<file path="config.mk">
export PLATFORM = sky130hd
export DESIGN_NAME = lfsr_gen
export DESIGN_NICKNAME = d
export VERILOG_FILES = /design/src/rtl/lfsr_gen.sv
export SDC_FILE = /design/constraint.sdc
export NUM_CORES = 1
export LEC_CHECK = 0
export BUFFER_PORTS_ARGS = -buffer_cell sky130_fd_sc_hd__buf_2
export CAP_MARGIN = 20
export CELL_PAD_IN_SITES_DETAIL_PLACEMENT = 0
export CELL_PAD_IN_SITES_GLOBAL_PLACEMENT = 1
export CORE_MARGIN = 4
export CORE_UTILIZATION = 40
export DETAILED_ROUTE_END_ITERATION = 8
export GPL_ROUTABILITY_DRIVEN = 0
export PLACE_DENSITY_LB_ADDON = 0.25
export REMOVE_ABC_BUFFERS = 1
export SLEW_MARGIN = 30
export SYNTH_ARGS = -nofsm -noshare
export SYNTH_HDL_FRONTEND = slang
export SYNTH_SLANG_ARGS = --single-unit
</file>
<file path="constraint.sdc">
create_clock -name clk -period 2.8 [get_ports clk]
set_input_delay 0.28 -clock clk [delete_from_list [all_inputs] [get_ports clk]]
set_output_delay 0.28 -clock clk [all_outputs]
set_load 0.005 [all_outputs]
</file>
<file path="src/rtl/lfsr_gen.sv">
// lfsr_gen: parametrised Fibonacci LFSR with runtime seed load,
// zero-state lock-up recovery and period measurement with a wrap pulse.
module lfsr_gen #(
    parameter int                 WIDTH = 7,
    parameter logic [WIDTH-1:0]   TAPS  = 7'b1000100,
    parameter logic [WIDTH-1:0]   SEED  = {{(WIDTH-1){1'b0}}, 1'b1},
    parameter int                 STEPS = 1
) (
    input  logic             clk,
    input  logic             rst,
    input  logic             en,
    input  logic             load,
    input  logic [WIDTH-1:0] seed_in,
    output logic [WIDTH-1:0] data_out,
    output logic             bit_out,
    output logic             wrap,
    output logic [WIDTH-1:0] period,
    output logic             period_valid
);

    localparam logic [WIDTH-1:0] ONE      = {{(WIDTH-1){1'b0}}, 1'b1};
    localparam logic [WIDTH-1:0] SEED_FIX = (SEED == '0) ? ONE : SEED;

    logic [WIDTH-1:0] state_q, state_d;
    logic [WIDTH-1:0] start_q, start_d;
    logic [WIDTH-1:0] cnt_q, cnt_d;
    logic [WIDTH-1:0] period_q, period_d;
    logic             wrap_q, wrap_d;
    logic             pvalid_q, pvalid_d;

    logic [WIDTH-1:0] stepped;
    logic [WIDTH-1:0] seed_fix;
    logic             cnt_sat;

    // Unrolled STEPS single shifts of the current state.
    always_comb begin
        stepped = state_q;
        for (int i = 0; i < STEPS; i++) begin
            stepped = {stepped[WIDTH-2:0], ^(stepped & TAPS)};
        end
    end

    assign seed_fix = (seed_in == '0) ? ONE : seed_in;
    // An all-ones counter means the measurement overflowed; no wrap is reported then.
    assign cnt_sat  = &cnt_q;

    // Next-state selection: load over en; nothing asserted holds everything.
    always_comb begin
        state_d  = state_q;
        start_d  = start_q;
        cnt_d    = cnt_q;
        wrap_d   = 1'b0;
        period_d = period_q;
        pvalid_d = pvalid_q;
        if (load) begin
            state_d  = seed_fix;
            start_d  = seed_fix;
            cnt_d    = '0;
            period_d = '0;
            pvalid_d = 1'b0;
        end else if (en) begin
            if (state_q == '0) begin
                // Lock-up recovery: reseed to 1 and restart the measurement from there.
                state_d = ONE;
                start_d = ONE;
                cnt_d   = '0;
            end else begin
                state_d = stepped;
                if (!cnt_sat) begin
                    if (stepped == start_q) begin
                        wrap_d   = 1'b1;
                        period_d = cnt_q + ONE;
                        pvalid_d = 1'b1;
                        cnt_d    = '0;
                    end else begin
                        cnt_d = cnt_q + ONE;
                    end
                end
            end
        end
    end

    // State registers with synchronous reset.
    always_ff @(posedge clk) begin
        if (rst) begin
            state_q  <= SEED_FIX;
            start_q  <= SEED_FIX;
            cnt_q    <= '0;
            wrap_q   <= 1'b0;
            period_q <= '0;
            pvalid_q <= 1'b0;
        end else begin
            state_q  <= state_d;
            start_q  <= start_d;
            cnt_q    <= cnt_d;
            wrap_q   <= wrap_d;
            period_q <= period_d;
            pvalid_q <= pvalid_d;
        end
    end

    assign data_out     = state_q;
    assign bit_out      = state_q[WIDTH-1];
    assign wrap         = wrap_q;
    assign period       = period_q;
    assign period_valid = pvalid_q;

endmodule

</file>
## After elaboration in Yosys (flattened, before gate mapping)

Cells that the tools add are included.
Widths: inputs -> output; s select.

- Flip-flop bits (word level): 30
- Input bits: 11
- Output and inout bits: 17
- Word-level logic and storage cells: 34

- Add/sub/neg operators: 1
- Equality and inequality tests: 2
- Muxes and demuxes: 11
- Bitwise operators: 3
- Reduce and logical (&&, ||, !) cells: 11

Operator list:

| operator | number |
|---|---|
| $mux 7 | 10 |
| $logic_not 7->1 | 2 |
| $add 7x1->7 const B | 1 |
| $eq 7x7->1 | 1 |
| $reduce_and 7->1 | 1 |
| $reduce_xor 7->1 | 1 |
| $reduce_or 5->1 | 1 |
| $reduce_and 2->1 | 2 |
| $reduce_and 4->1 | 1 |
| $reduce_bool 2->1 | 2 |
| $not 1->1 | 3 |
| $ne 2x1->1 const B | 1 |
| $reduce_or 2->1 | 1 |
| $mux 1 | 1 |

## Depth between registers and ports, before layout

Gate-level depths: netlist (run 1).

- Depth after elaboration: 5
- Gate-level depth with buffers: 7
- Depth with buffers taken out: 6

## Least setup slack after synthesis (run 1)

OpenSTA, ideal clock, no wires.

- Kind: flip-flop to flip-flop
- From: register state_q[3], in the netlist data_out[3]
- To: register cnt_q[5]
- Library setup time: 128 ps
- Arrival time: 1920 ps
- Required time: 2672 ps
- Setup slack: 752 ps
- Stages on the path, launching flop included: 8
- Clock period less this slack: 2048 ps
- Cells stage by stage: dfxtp_1 or4_1 or4_1 buf_2 and3_4 buf_6 a32oi_1 nor2_1

- Cells in the longest elaborated chain, start to end: 4
- Elaborated cells on any way between the ends: 7

RTL lines:

| item | RTL line | source |
|---|---|---|
| start: declaration | 24 | `logic [WIDTH-1:0] state_q, state_d;` |
| start signal: assignment | 93 | `state_q <= state_d;` |
| $eq 7x7->1 | 70 | `if (stepped == start_q) begin` |
| $mux 7 | 70 |  |
| $mux 7 | 69 | `if (!cnt_sat) begin` |
| $mux 7 | 62 | `if (state_q == '0) begin` |
| end signal: assignment | 95 | `cnt_q <= cnt_d;` |
| end: declaration | 26 | `logic [WIDTH-1:0] cnt_q, cnt_d;` |

Parallel ways exist; a longest one is shown, timed or not. The select of a mux whose other input is x is not followed.
A chain may end at the register's enable or synchronous reset.

## Worst setup path in the final report (run 1)

- From: register state_q[3], in the netlist data_out[3]
- To: register cnt_q[4]

Same word-level chain as after synthesis.

==> results.md, run 1 <==
| Stage | Parameter | Value |
|---|---|---|
| status | Outcome | finished, final reports clean |
| logic synthesis | Yosys warns | 0 |
| clock tree | Number of H-tree branching levels | 2 |
| run | Max-cap violation count | 0 |
| power and ir drop | Lkg Pwr | 0.6595 nW |
| logic synthesis | Post-synth cell types | 37 |
| setup path | Critical path arrival | 2.37 ns |
| timing | Max transition margin | 48.86% |
| setup path | Category of the critical setup timing path | reg2reg |
| timing | Hold slack final | 0.1901 ns |
| timing | Unrepaired setup endpoints after global routing | no |
| floorplan | Chip width | 68.08 microns |
| power and ir drop | Fraction of power spent switching nets | 27.82% |
| setup path | Total buffers and inverters traversed by the critical path | 0 |
| clock tree | Setup Fix Bufs, Post-CTS | 0 |
| timing | Period utilisation layout | 76.85% |
| drt | First-pass iteration count of the detailed router | 4 |
| timing | Final-report max-slew violation count | 0 |
| setup path | Category of the worst setup path launch point | flip-flop |
| layout | Post-layout nets | 199 |
| logic synthesis | Fraction of registers with async set/reset | 0% |
| drt | Number of remaining DRC errors | 0 |
| global routing | Pin count of the biggest net entering global routing | 24 |
| drt | Avg WL per Cell | 13.46 microns |
| floorplan | Number of cell rows | 21 |
| timing | Final Hold Violating Endpoints | 0 |
| clock tree | Post-CTS Hold Fix Bufs | 0 |
| setup path | Cell family contributing the most delay on the critical path | simple AND/OR/NAND/NOR gates |
| logic synthesis | Number of storage elements in the synthesis netlist | 30 |
| logic synthesis | Prevailing post-synth register cell | sky130_fd_sc_hd__dfxtp_1 |
| global routing | Number of global-route vias before repair | 1,172 |
| floorplan | Area inside the core boundary | 0.003416 sq mm |
| drt | Final routed wirelength across all metal layers | 3150 microns |
| power and ir drop | Post-layout power | 0.8368 mW |
| timing | Shortest clock period the worst path allows after layout | 2.152 ns |
| timing | Accumulated negative setup slack | 0 ns |
| global routing | First-pass GRT wire length | 5313 microns |
| power and ir drop | Power per Cell Area | 514.8 mW/mm^2 |
| setup path | Worst path max stage delay | 0.56 ns |
| clock tree | CTS Root Cell | sky130_fd_sc_hd__clkbuf_4 |
| layout | Share of final-layout standard cells stronger than drive strength 1 | 22.87% |
| timing | Endpoints failing setup | 0 |
| drt | Remaining antenna violation count | 0 |
| layout | Total inserted antenna cells | 0 |
| layout | Fin cells | 234 |
| worst hold path | Classification of the worst-slack hold path | in2reg |
| setup path | Required time of the critical path | 3.02 ns |
| logic synthesis | Number of enable flip-flop cells after synthesis | 0 |
| floorplan | Area of the die | 0.004635 sq mm |
| timing | Maximum achievable frequency | 464.7 MHz |
| power and ir drop | Share of total power in combinational logic | 12.1% |
| power and ir drop | Sequential power share | 54.5% |
| logic synthesis | Cell count after synthesis | 163 |
| setup path | Cell-by-cell trace of the critical path | or4_1 -> or4_1 -> and3_4 -> a32oi_1 -> nor2_1 |
| global routing | Antenna violations before repair | 0 |
| logic synthesis | Summed instance area of the synthesized netlist | 0.001444 sq mm |
| floorplan | Starting utilization of the core area | 42.27% |
| global routing | GRT overflow | 0 |
| clock tree | Source-to-sink clock delay at the later pin of the worst-skew pair | 0.33 ns |
| global routing | GRT Total Usage | 15.60% |
| setup path | Most used cell along the critical path | sky130_fd_sc_hd__or4_1 |
| power and ir drop | Reported net switching power | 0.2328 mW |
| power and ir drop | Proportion of power drawn by the clock network | 33.4% |
| placed design | Port Buffers | 27 |
| clock tree | Clock Sinks | 30 |
| clock tree | Clock tree from TritonCTS | built |
| floorplan | Number of top-level design ports | 28 |
| layout | Area growth from synthesis to layout | 12.57% |
| drt | Count of routing violations after the opening detailed-route iteration | 79 |
| timing | Clock Skew | 0.007211 ns |
| setup path | Endpoint class of the critical path | flip-flop |
| clock tree | Number of gates resized after cts | 0 |
| clock tree | Clock slew at the register clock pins of the worst setup and hold paths | 0.10 ns |
| clock tree | CTS Buf Count | 5 |
| placed design | Placed Cells incl. Taps | 226 |
| setup path | Slowest library cell on the worst path | sky130_fd_sc_hd__or4_1 |
| clock tree | Clk buf depth | 2 |
| logic synthesis | Share of the yosys chip area belonging to registers | 41.59% |
| setup path | Worst-path fanout max | 11 |
| logic synthesis | Average cell area after synthesis | 8.858 sq um |
| power and ir drop | Cell-internal power | 0.6040 mW |
| floorplan | Overall die height | 68.08 microns |
| timing | Slew at the pin closest to its max-slew limit | 0.7651 ns |
| placed design | HPWL Detailed | 2250 microns |
| layout | Post-layout utilization of the core | 47.58% |
| drt | Detailed-route via count | 1,267 |
| drt | Via-per-instance ratio | 5.415 |
| power and ir drop | Highest ir drop seen on vdd | 0.3241 mV |
==> synthesized netlist by cell type (all sizes together) (2+ instances only) <==
| master | instances | area share [%] |
|---|---|---|
| nor4 | 2 | 0.87 |
| or3 | 2 | 0.95 |
| clkbuf | 7 | 1.8 |
| nand2 | 6 | 1.6 |
| a22oi | 6 | 3.1 |
| nand3 | 5 | 2.1 |
| a32oi | 4 | 2.4 |
| or4 | 3 | 1.6 |
| dfxtp | 30 | 42 |
| mux2i | 6 | 4.2 |
| xor2 | 7 | 4.2 |
| buf | 3 | 1.6 |
| a21oi | 19 | 6.6 |
| a211oi | 3 | 1.6 |
| o21ai | 4 | 1.4 |
| nor3 | 8 | 2.8 |
| xnor2 | 6 | 3.6 |
| nand2b | 2 | 0.87 |
| nor2 | 26 | 6.8 |
==> through the flow <==
stage | setup WS [ns] | area (sq um)
2_1_floorplan | 0.8396 | 1361
6_report | 0.6482 | 1625
4_1_cts | 0.6412 | 1625
3_5_place_dp | 0.6660 | 1562
5_1_grt | 0.5140 | 1625
3_3_place_gp | 0.7031 | 1562
==> power by group through the flow <==
stage	clock network, mW	logic (mW)	registers [mW]
floorplan	0	0.0598	0.464
global placement	0	0.102	0.465
detailed placement	0	0.102	0.466
CTS	0.291	0.102	0.456
global route	0.315	0.115	0.459
finish	0.279	0.101	0.456
==> placed cells by master (no fill, tap or decap), drive strengths merged, types with 2 or more instances in the layout <==
cell and count:
xnor2 6, nand3 5, a32oi 4, nand2b 2
o21ai 4, nand2 6, nor2 26, a22oi 6
xor2 7, clkbuf 6, nor3 8, a21oi 19
mux2i 6, buf 28, nor4 2, dfxtp 30
or3 2, or4 3, a211oi 3
==> final timing paths <==
check / start / endpoint / slack, ns / cells after the start
setup / recovery: data_out[3]$_SDFFE_PP0P_ / cnt_q[4]$_SDFFE_PP0P_ / 0.65 / 5
hold / removal: seed_in[5] / data_out[5]$_SDFFE_PP0P_ / 0.19 / 3
setup reg to reg: data_out[3]$_SDFFE_PP0P_ / cnt_q[4]$_SDFFE_PP0P_ / 0.65 / 5
hold reg to reg: period[1]$_SDFFE_PP0P_ / period[1]$_SDFFE_PP0P_ / 0.49 / 2
==> layout make-up <==
cell class	instances	area [sq um]
clock buffer	6	51.30
tap	46	57.56
fill	366	1790
multi-input combinational	122	760.7
timing repair buffer	28	142.6
clock inverter	2	12.51
sequential	30	600.6
==> tightest hold or removal path: stages <==
cell,delay (ns)
sky130_fd_sc_hd__buf_2,0.09
sky130_fd_sc_hd__a21oi_1,0.05
sky130_fd_sc_hd__nor2_1,0.07
==> flip-flops by register name, indices dropped and copies added (netlist names) <==
| name | cells |
|---|---|
| period | 7 |
| cnt_q | 7 |
| data_out | 7 |
| start_q | 7 |
| wrap | 1 |
| period_valid | 1 |
==> kinds of logic (layout without fill, tap and decap cells) <==
family	count (synthesis)	in the layout	synth area share, %
xor gates and xnor gates	13	13	7.886
AOI/OAI and AO/OA	40	40	17.24
muxes	6	6	4.160
DFF	30	30	41.59
adders and majority gates	1	1	0.8664
buffers and inverters	11	36	5.719
and+or+nand+nor	62	62	22.53
==> routing by layer <==
metal | up-vias | track usage (%) | part of all wire (%)
li1 | 635 | - | -
met1 | 593 | 18.30 | 44
met2 | 31 | 25.87 | 48
met3 | 8 | 4.598 | 5.6
met4 | 0 | 7.444 | 2.1
met5 | - | 0 | 0
Power figures use the tool's default switching activity.
==> run 2, diff against run 1 <==
Clock period 2.8 ns to 2.25 ns, I/O delays scaled along.
==> results.md, run 2 (synthesis results as in run 1) <==
| Stage | Parameter | Value | Change |
|---|---|---|---|
| layout | Post-layout nets | 204 | +2.5% |
| layout | Highest-count cells in the layout ignoring fill and taps | 30 x sky130_fd_sc_hd__dfxtp_1, 27 x sky130_fd_sc_hd__buf_2, 26 x sky130_fd_sc_hd__nor2_1 |  |
| power and ir drop | Post-layout power | 1.267 mW | +51% |
| power and ir drop | Highest ir drop seen on vdd | 0.3344 mV | +3.2% |
| timing | Shortest clock period the worst path allows after layout | 2.117 ns | -0.03447 ns |
| layout | Post-layout utilization of the core | 50.07% | +2.5 points |
| setup path | Critical path arrival | 2.32 ns | -0.05 ns |
| setup path | Required time of the critical path | 2.46 ns | -0.56 ns |
| timing | Final Hold Violating Endpoints | 0 | unchanged |
| timing | Period utilisation layout | 94.10% | +17 points |
| timing | Final-report max-slew violation count | 0 | unchanged |
| global routing | GRT Total Usage | 15.65% | +0.050 points |
| floorplan | Number of cell rows | 21 | unchanged |
| floorplan | Area inside the core boundary | 0.003416 sq mm | unchanged |
| floorplan | Overall die height | 68.08 microns | unchanged |
| drt | Final routed wirelength across all metal layers | 3257 microns | +3.4% |
| clock tree | Clk buf depth | 2 | unchanged |
| setup path | Launching point of the worst reg2reg path | data_out[3]$_SDFFE_PP0P_ |  |
| setup path | End point of the critical path | cnt_q[4]$_SDFFE_PP0P_ |  |
| clock tree | Setup Fix Bufs, Post-CTS | 0 | unchanged |
| global routing | Pin count of the biggest net entering global routing | 24 | unchanged |
| worst hold path | Classification of the worst-slack hold path | in2reg |  |
| drt | Avg WL per Cell | 13.63 microns | +1.2% |
| setup path | Category of the worst setup path launch point | flip-flop |  |
| clock tree | Clock Sinks | 30 | unchanged |
| timing | Accumulated negative setup slack | 0 ns | unchanged |
| clock tree | Post-CTS Hold Fix Bufs | 0 | unchanged |
| setup path | Depth of the worst register-to-register path | 5 | unchanged |
| timing | Endpoints failing setup | 0 | unchanged |
| placed design | Placed Cells incl. Taps | 231 | +2.2% |
| setup path | R2r endpoint | cnt_q[4]$_SDFFE_PP0P_ |  |
| drt | Detailed-route via count | 1,270 | +0.24% |
| drt | Via-per-instance ratio | 5.314 | -1.9% |
| drt | Remaining antenna violation count | 0 | unchanged |
| status | Outcome | finished, final reports clean |  |
| floorplan | Number of top-level design ports | 28 | unchanged |
| clock tree | Clock slew at the register clock pins of the worst setup and hold paths | 0.10 ns | about the same |
| timing | Slew at the pin closest to its max-slew limit | 0.6017 ns | -0.1634 ns |
| timing | Max transition margin | 59.89% | +11 points |
| global routing | Antenna violations before repair | 0 | unchanged |
| power and ir drop | Power per Cell Area | 740.9 mW/mm^2 | +44% |
| placed design | HPWL Detailed | 2421 microns | +7.6% |
| timing | Maximum achievable frequency | 472.3 MHz | +1.6% |
| drt | Count of routing violations after the opening detailed-route iteration | 75 | -5.1% |
| clock tree | CTS Buf Count | 5 | unchanged |
| power and ir drop | Lkg Pwr | 0.7082 nW | +7.4% |
| global routing | Number of global-route vias before repair | 1,239 | +5.7% |
| layout | Area growth from synthesis to layout | 18.46% |  |
| floorplan | Chip width | 68.08 microns | unchanged |
| layout | Most common library cell in the layout ignoring fill and taps | sky130_fd_sc_hd__dfxtp_1 |  |
| layout | Share of final-layout standard cells stronger than drive strength 1 | 24.87% | +2.0 points |
| timing | Setup WS post-layout | 0.1327 ns | -0.5155 ns |
| drt | Number of remaining DRC errors | 0 | unchanged |
| floorplan | Starting utilization of the core area | 42.27% | unchanged |
| clock tree | Clock tree from TritonCTS | built |  |
| timing | Clock Skew | 0.01414 ns | +0.006932 ns |
| clock tree | Number of gates resized after cts | 0 | unchanged |
| global routing | First-pass GRT wire length | 5313 microns | unchanged |
| setup path | Crit path from | data_out[3]$_SDFFE_PP0P_ |  |
| floorplan | Area of the die | 0.004635 sq mm | unchanged |
| setup path | Endpoint class of the critical path | flip-flop |  |
| placed design | Port Buffers | 27 | unchanged |
| global routing | GRT overflow | 0 | unchanged |
| setup path | Minimum setup slack among reg-to-reg paths | 0.13 ns | -0.52 ns |
| setup path | Worst-path fanout max | 11 | unchanged |
| layout | Fin cells | 239 | +2.1% |
| timing | Unrepaired setup endpoints after global routing | no |  |
| layout | Total inserted antenna cells | 0 | unchanged |
| placed design | Placement Setup Slack | 0.1692 ns | -0.4969 ns |
| drt | First-pass iteration count of the detailed router | 4 | unchanged |
| clock tree | CTS Root Cell | sky130_fd_sc_hd__clkbuf_4 |  |
| clock tree | Number of H-tree branching levels | 2 | unchanged |
| clock tree | Source-to-sink clock delay at the later pin of the worst-skew pair | 0.33 ns | about the same |
| run | Max-cap violation count | 0 | unchanged |
| setup path | Category of the critical setup timing path | reg2reg |  |
run 2: changes by cell type in the layout (fill, tap and decap cells not counted):
cell / delta
sky130_fd_sc_hd__clkinvlp_4: -1
sky130_fd_sc_hd__bufinv_16: +2
sky130_fd_sc_hd__buf_4: +5
sky130_fd_sc_hd__clkinv_2: -1
run 2: worst max-delay path, cell delays in order (launching register included):
cell	delay (ns)
sky130_fd_sc_hd__dfxtp_1	0.36
sky130_fd_sc_hd__or4_1	0.55
sky130_fd_sc_hd__or4_1	0.53
sky130_fd_sc_hd__and3_4	0.28
sky130_fd_sc_hd__a32oi_1	0.20
sky130_fd_sc_hd__nor2_1	0.06
run 2: metrics by stage:
| step | hold slack (ns) | instance area (sq um) |
|---|---|---|
| after global routing | 0.1583 | 1710 |
| final | 0.1473 | 1710 |
| after global placement | 0.4595 | 1599 |
| after CTS | 0.1328 | 1710 |
| after floorplan | 0.2974 | 1361 |
| after detailed placement | 0.4843 | 1599 |
run 2: worst min path at each step:
stage	start	to	slack, ns	cells past startpoint
detailed placement	period_valid$_SDFFE_PP0P_	period_valid$_SDFFE_PP0P_	0.48	1
CTS	seed_in[5]	data_out[5]$_SDFFE_PP0P_	0.13	3
global route	seed_in[1]	data_out[1]$_SDFFE_PP0P_	0.16	3
floorplan	rst	data_out[1]$_SDFFE_PP0P_	0.30	1
global placement	period_valid$_SDFFE_PP0P_	period_valid$_SDFFE_PP0P_	0.46	1
finish	seed_in[5]	data_out[5]$_SDFFE_PP0P_	0.15	3
run 2: power by group:
group / total (mW) / internal, mW / switching [mW]
Combinational: 0.137 / 0.0597 / 0.0771
Sequential: 0.564 / 0.548 / 0.0157
Clock: 0.567 / 0.376 / 0.190
Total: 1.27 / 0.984 / 0.283
run 2: metal layers:
layer	track usage, %	up-vias	wire, microns
li1	-	645	-
met1	15.95	579	1363
met2	27.80	38	1622
met3	4.433	8	186
met4	9.926	0	86
met5	0	-	0
run 2: area by class of cell:
cell class,instances,area (sq um)
fillers,365,1705
well taps,46,57.56
repair buffers,33,180.2
multi-input cells,122,760.7
flip-flops and latches,30,600.6
clock inverters,2,60.06
clock buffers,6,51.30
==> run 3, diff against run 2 <==
Settings changed: BUFFER_PORTS_ARGS -buffer_cell sky130_fd_sc_hd__buf_2 to not set, CORE_UTILIZATION 40 to 46, DONT_BUFFER_PORTS set to 1.
==> results.md, run 3 (synthesis results as in run 1) <==
| Stage | Parameter | Value | Change |
|---|---|---|---|
| worst hold path | Classification of the worst-slack hold path | in2reg |  |
| floorplan | Overall die height | 64.03 microns | -6.0% |
| floorplan | Chip width | 64.03 microns | -6.0% |
| drt | Detailed-route via count | 1,203 | -5.3% |
| timing | Accumulated negative setup slack | 0 ns | unchanged |
| drt | First-pass iteration count of the detailed router | 4 | unchanged |
| global routing | Pin count of the biggest net entering global routing | 24 | unchanged |
| power and ir drop | Post-layout power | 1.093 mW | -14% |
| floorplan | Number of top-level design ports | 28 | unchanged |
| floorplan | Area inside the core boundary | 0.003028 sq mm | -11% |
| timing | Unrepaired setup endpoints after global routing | no |  |
| timing | Max transition margin | 60.18% | +0.29 points |
| setup path | Category of the critical setup timing path | reg2reg |  |
| setup path | Category of the worst setup path launch point | flip-flop |  |
| clock tree | CTS Root Cell | sky130_fd_sc_hd__clkbuf_4 |  |
| floorplan | Starting utilization of the core area | 47.69% | +5.4 points |
| timing | Endpoints failing setup | 0 | unchanged |
| setup path | Endpoint class of the critical path | flip-flop |  |
| clock tree | Post-CTS Hold Fix Bufs | 1 | +1 |
| clock tree | Clock Sinks | 30 | unchanged |
| layout | Total inserted antenna cells | 0 | unchanged |
| run | Max-cap violation count | 0 | unchanged |
| clock tree | Clk buf depth | 2 | unchanged |
| drt | Count of routing violations after the opening detailed-route iteration | 99 | +32% |
| power and ir drop | Highest ir drop seen on vdd | 0.3857 mV | +15% |
| power and ir drop | Power per Cell Area | 702.5 mW/mm^2 | -5.2% |
| setup path | Worst-path fanout max | 11 | unchanged |
| clock tree | Clock slew at the register clock pins of the worst setup and hold paths | 0.09 ns | about the same |
| layout | Share of final-layout standard cells stronger than drive strength 1 | 13.10% | -12 points |
| floorplan | Number of cell rows | 20 | -4.8% |
| power and ir drop | Lkg Pwr | 0.5760 nW | -19% |
| placed design | HPWL Detailed | 2217 microns | -8.4% |
| global routing | GRT overflow | 0 | unchanged |
| timing | Period utilisation layout | 93.78% | -0.32 points |
| timing | Final-report max-slew violation count | 0 | unchanged |
| clock tree | CTS Buf Count | 5 | unchanged |
| layout | Most common library cell in the layout ignoring fill and taps | sky130_fd_sc_hd__dfxtp_1 |  |
| clock tree | Clock tree from TritonCTS | built |  |
| drt | Remaining antenna violation count | 0 | unchanged |
| clock tree | Setup Fix Bufs, Post-CTS | 0 | unchanged |
| setup path | Required time of the critical path | 2.46 ns | about the same |
| floorplan | Area of the die | 0.004099 sq mm | -12% |
| drt | Number of remaining DRC errors | 0 | unchanged |
| timing | Slew at the pin closest to its max-slew limit | 0.5973 ns | -0.004336 ns |
| drt | Final routed wirelength across all metal layers | 3153 microns | -3.2% |
| status | Outcome | finished, final reports clean |  |
| clock tree | Source-to-sink clock delay at the later pin of the worst-skew pair | 0.32 ns | about the same |
| timing | Maximum achievable frequency | 473.9 MHz | +0.34% |
| global routing | First-pass GRT wire length | 5409 microns | +1.8% |
| layout | Area growth from synthesis to layout | 7.799% |  |
| timing | Final Hold Violating Endpoints | 0 | unchanged |
| clock tree | Number of H-tree branching levels | 2 | unchanged |
| drt | Avg WL per Cell | 14.87 microns | +9.1% |
| global routing | Number of global-route vias before repair | 1,121 | -9.5% |
| global routing | Antenna violations before repair | 0 | unchanged |
| clock tree | Number of gates resized after cts | 0 | unchanged |
| setup path | Critical path arrival | 2.32 ns | about the same |
| drt | Via-per-instance ratio | 5.675 | +6.8% |
| layout | Post-layout nets | 179 | -12% |
| timing | Shortest clock period the worst path allows after layout | 2.110 ns | -0.007181 ns |
| placed design | Port Buffers | 0 | -100% |
| timing | Clock Skew | 0.003051 ns | -0.01109 ns |
| layout | Highest-count cells in the layout ignoring fill and taps | 30 x sky130_fd_sc_hd__dfxtp_1, 26 x sky130_fd_sc_hd__nor2_1, 19 x sky130_fd_sc_hd__a21oi_1 |  |
| global routing | GRT Total Usage | 16.65% | +1.0 points |
-- run 3: metal layers --
metal,GRT usage [%],wire length (microns)
met3,5.448,186
met5,0,0
met1,22.23,1560
met2,24.00,1357
met4,7.817,48
-- run 3: final cells by class --
| cell class | instances | area [sq um] |
|---|---|---|
| Fill cell | 303 | 1471 |
| Multi-Input combinational cell | 122 | 760.7 |
| Sequential cell | 30 | 600.6 |
| Timing Repair Buffer | 8 | 62.56 |
| Tap cell | 44 | 55.05 |
| Clock inverter | 3 | 40.04 |
| Clock buffer | 5 | 37.54 |
-- run 3: worst paths after layout --
| check | from | endpoint | slack [ns] | cells after the start |
|---|---|---|---|---|
| setup / recovery | data_out[4]$_SDFFE_PP0P_ | cnt_q[3]$_SDFFE_PP0P_ | 0.14 | 5 |
| hold / removal | seed_in[2] | data_out[2]$_SDFFE_PP0P_ | 0.04 | 2 |
| setup reg to reg | data_out[4]$_SDFFE_PP0P_ | cnt_q[3]$_SDFFE_PP0P_ | 0.14 | 5 |
| hold reg to reg | period[1]$_SDFFE_PP0P_ | period[1]$_SDFFE_PP0P_ | 0.51 | 2 |
-- run 3: metrics by stage --
| stage | setup slack, ns | hold slack (ns) | std cells | cell area, sq um | utilization, % |
|---|---|---|---|---|---|
| 6_report | 0.1399 | 0.03952 | 212 | 1556 | 51.41 |
| 3_3_place_gp | 0.2108 | 0.2992 | 203 | 1469 | 48.51 |
| 2_1_floorplan | 0.2896 | 0.2974 | 152 | 1361 | - |
| 5_1_grt | 0.02836 | 0.03182 | 212 | 1556 | 51.41 |
| 3_5_place_dp | 0.1552 | 0.3011 | 203 | 1469 | 48.51 |
| 4_1_cts | 0.1444 | 0.03179 | 212 | 1556 | 51.41 |
-- run 3: worst max-delay path: stages (launching register included) --
cell	delay, ns
sky130_fd_sc_hd__dfxtp_1	0.37
sky130_fd_sc_hd__or4_1	0.53
sky130_fd_sc_hd__or4_1	0.54
sky130_fd_sc_hd__and3_4	0.29
sky130_fd_sc_hd__a32oi_1	0.21
sky130_fd_sc_hd__nor2_1	0.06
-- run 3: power by group --
group | total [mW] | internal (mW) | leakage, nW | switching, mW
Clock | 0.416 | 0.230 | 0.0450 | 0.186
Combinational | 0.114 | 0.0505 | 0.286 | 0.0634
Sequential | 0.564 | 0.548 | 0.245 | 0.0157
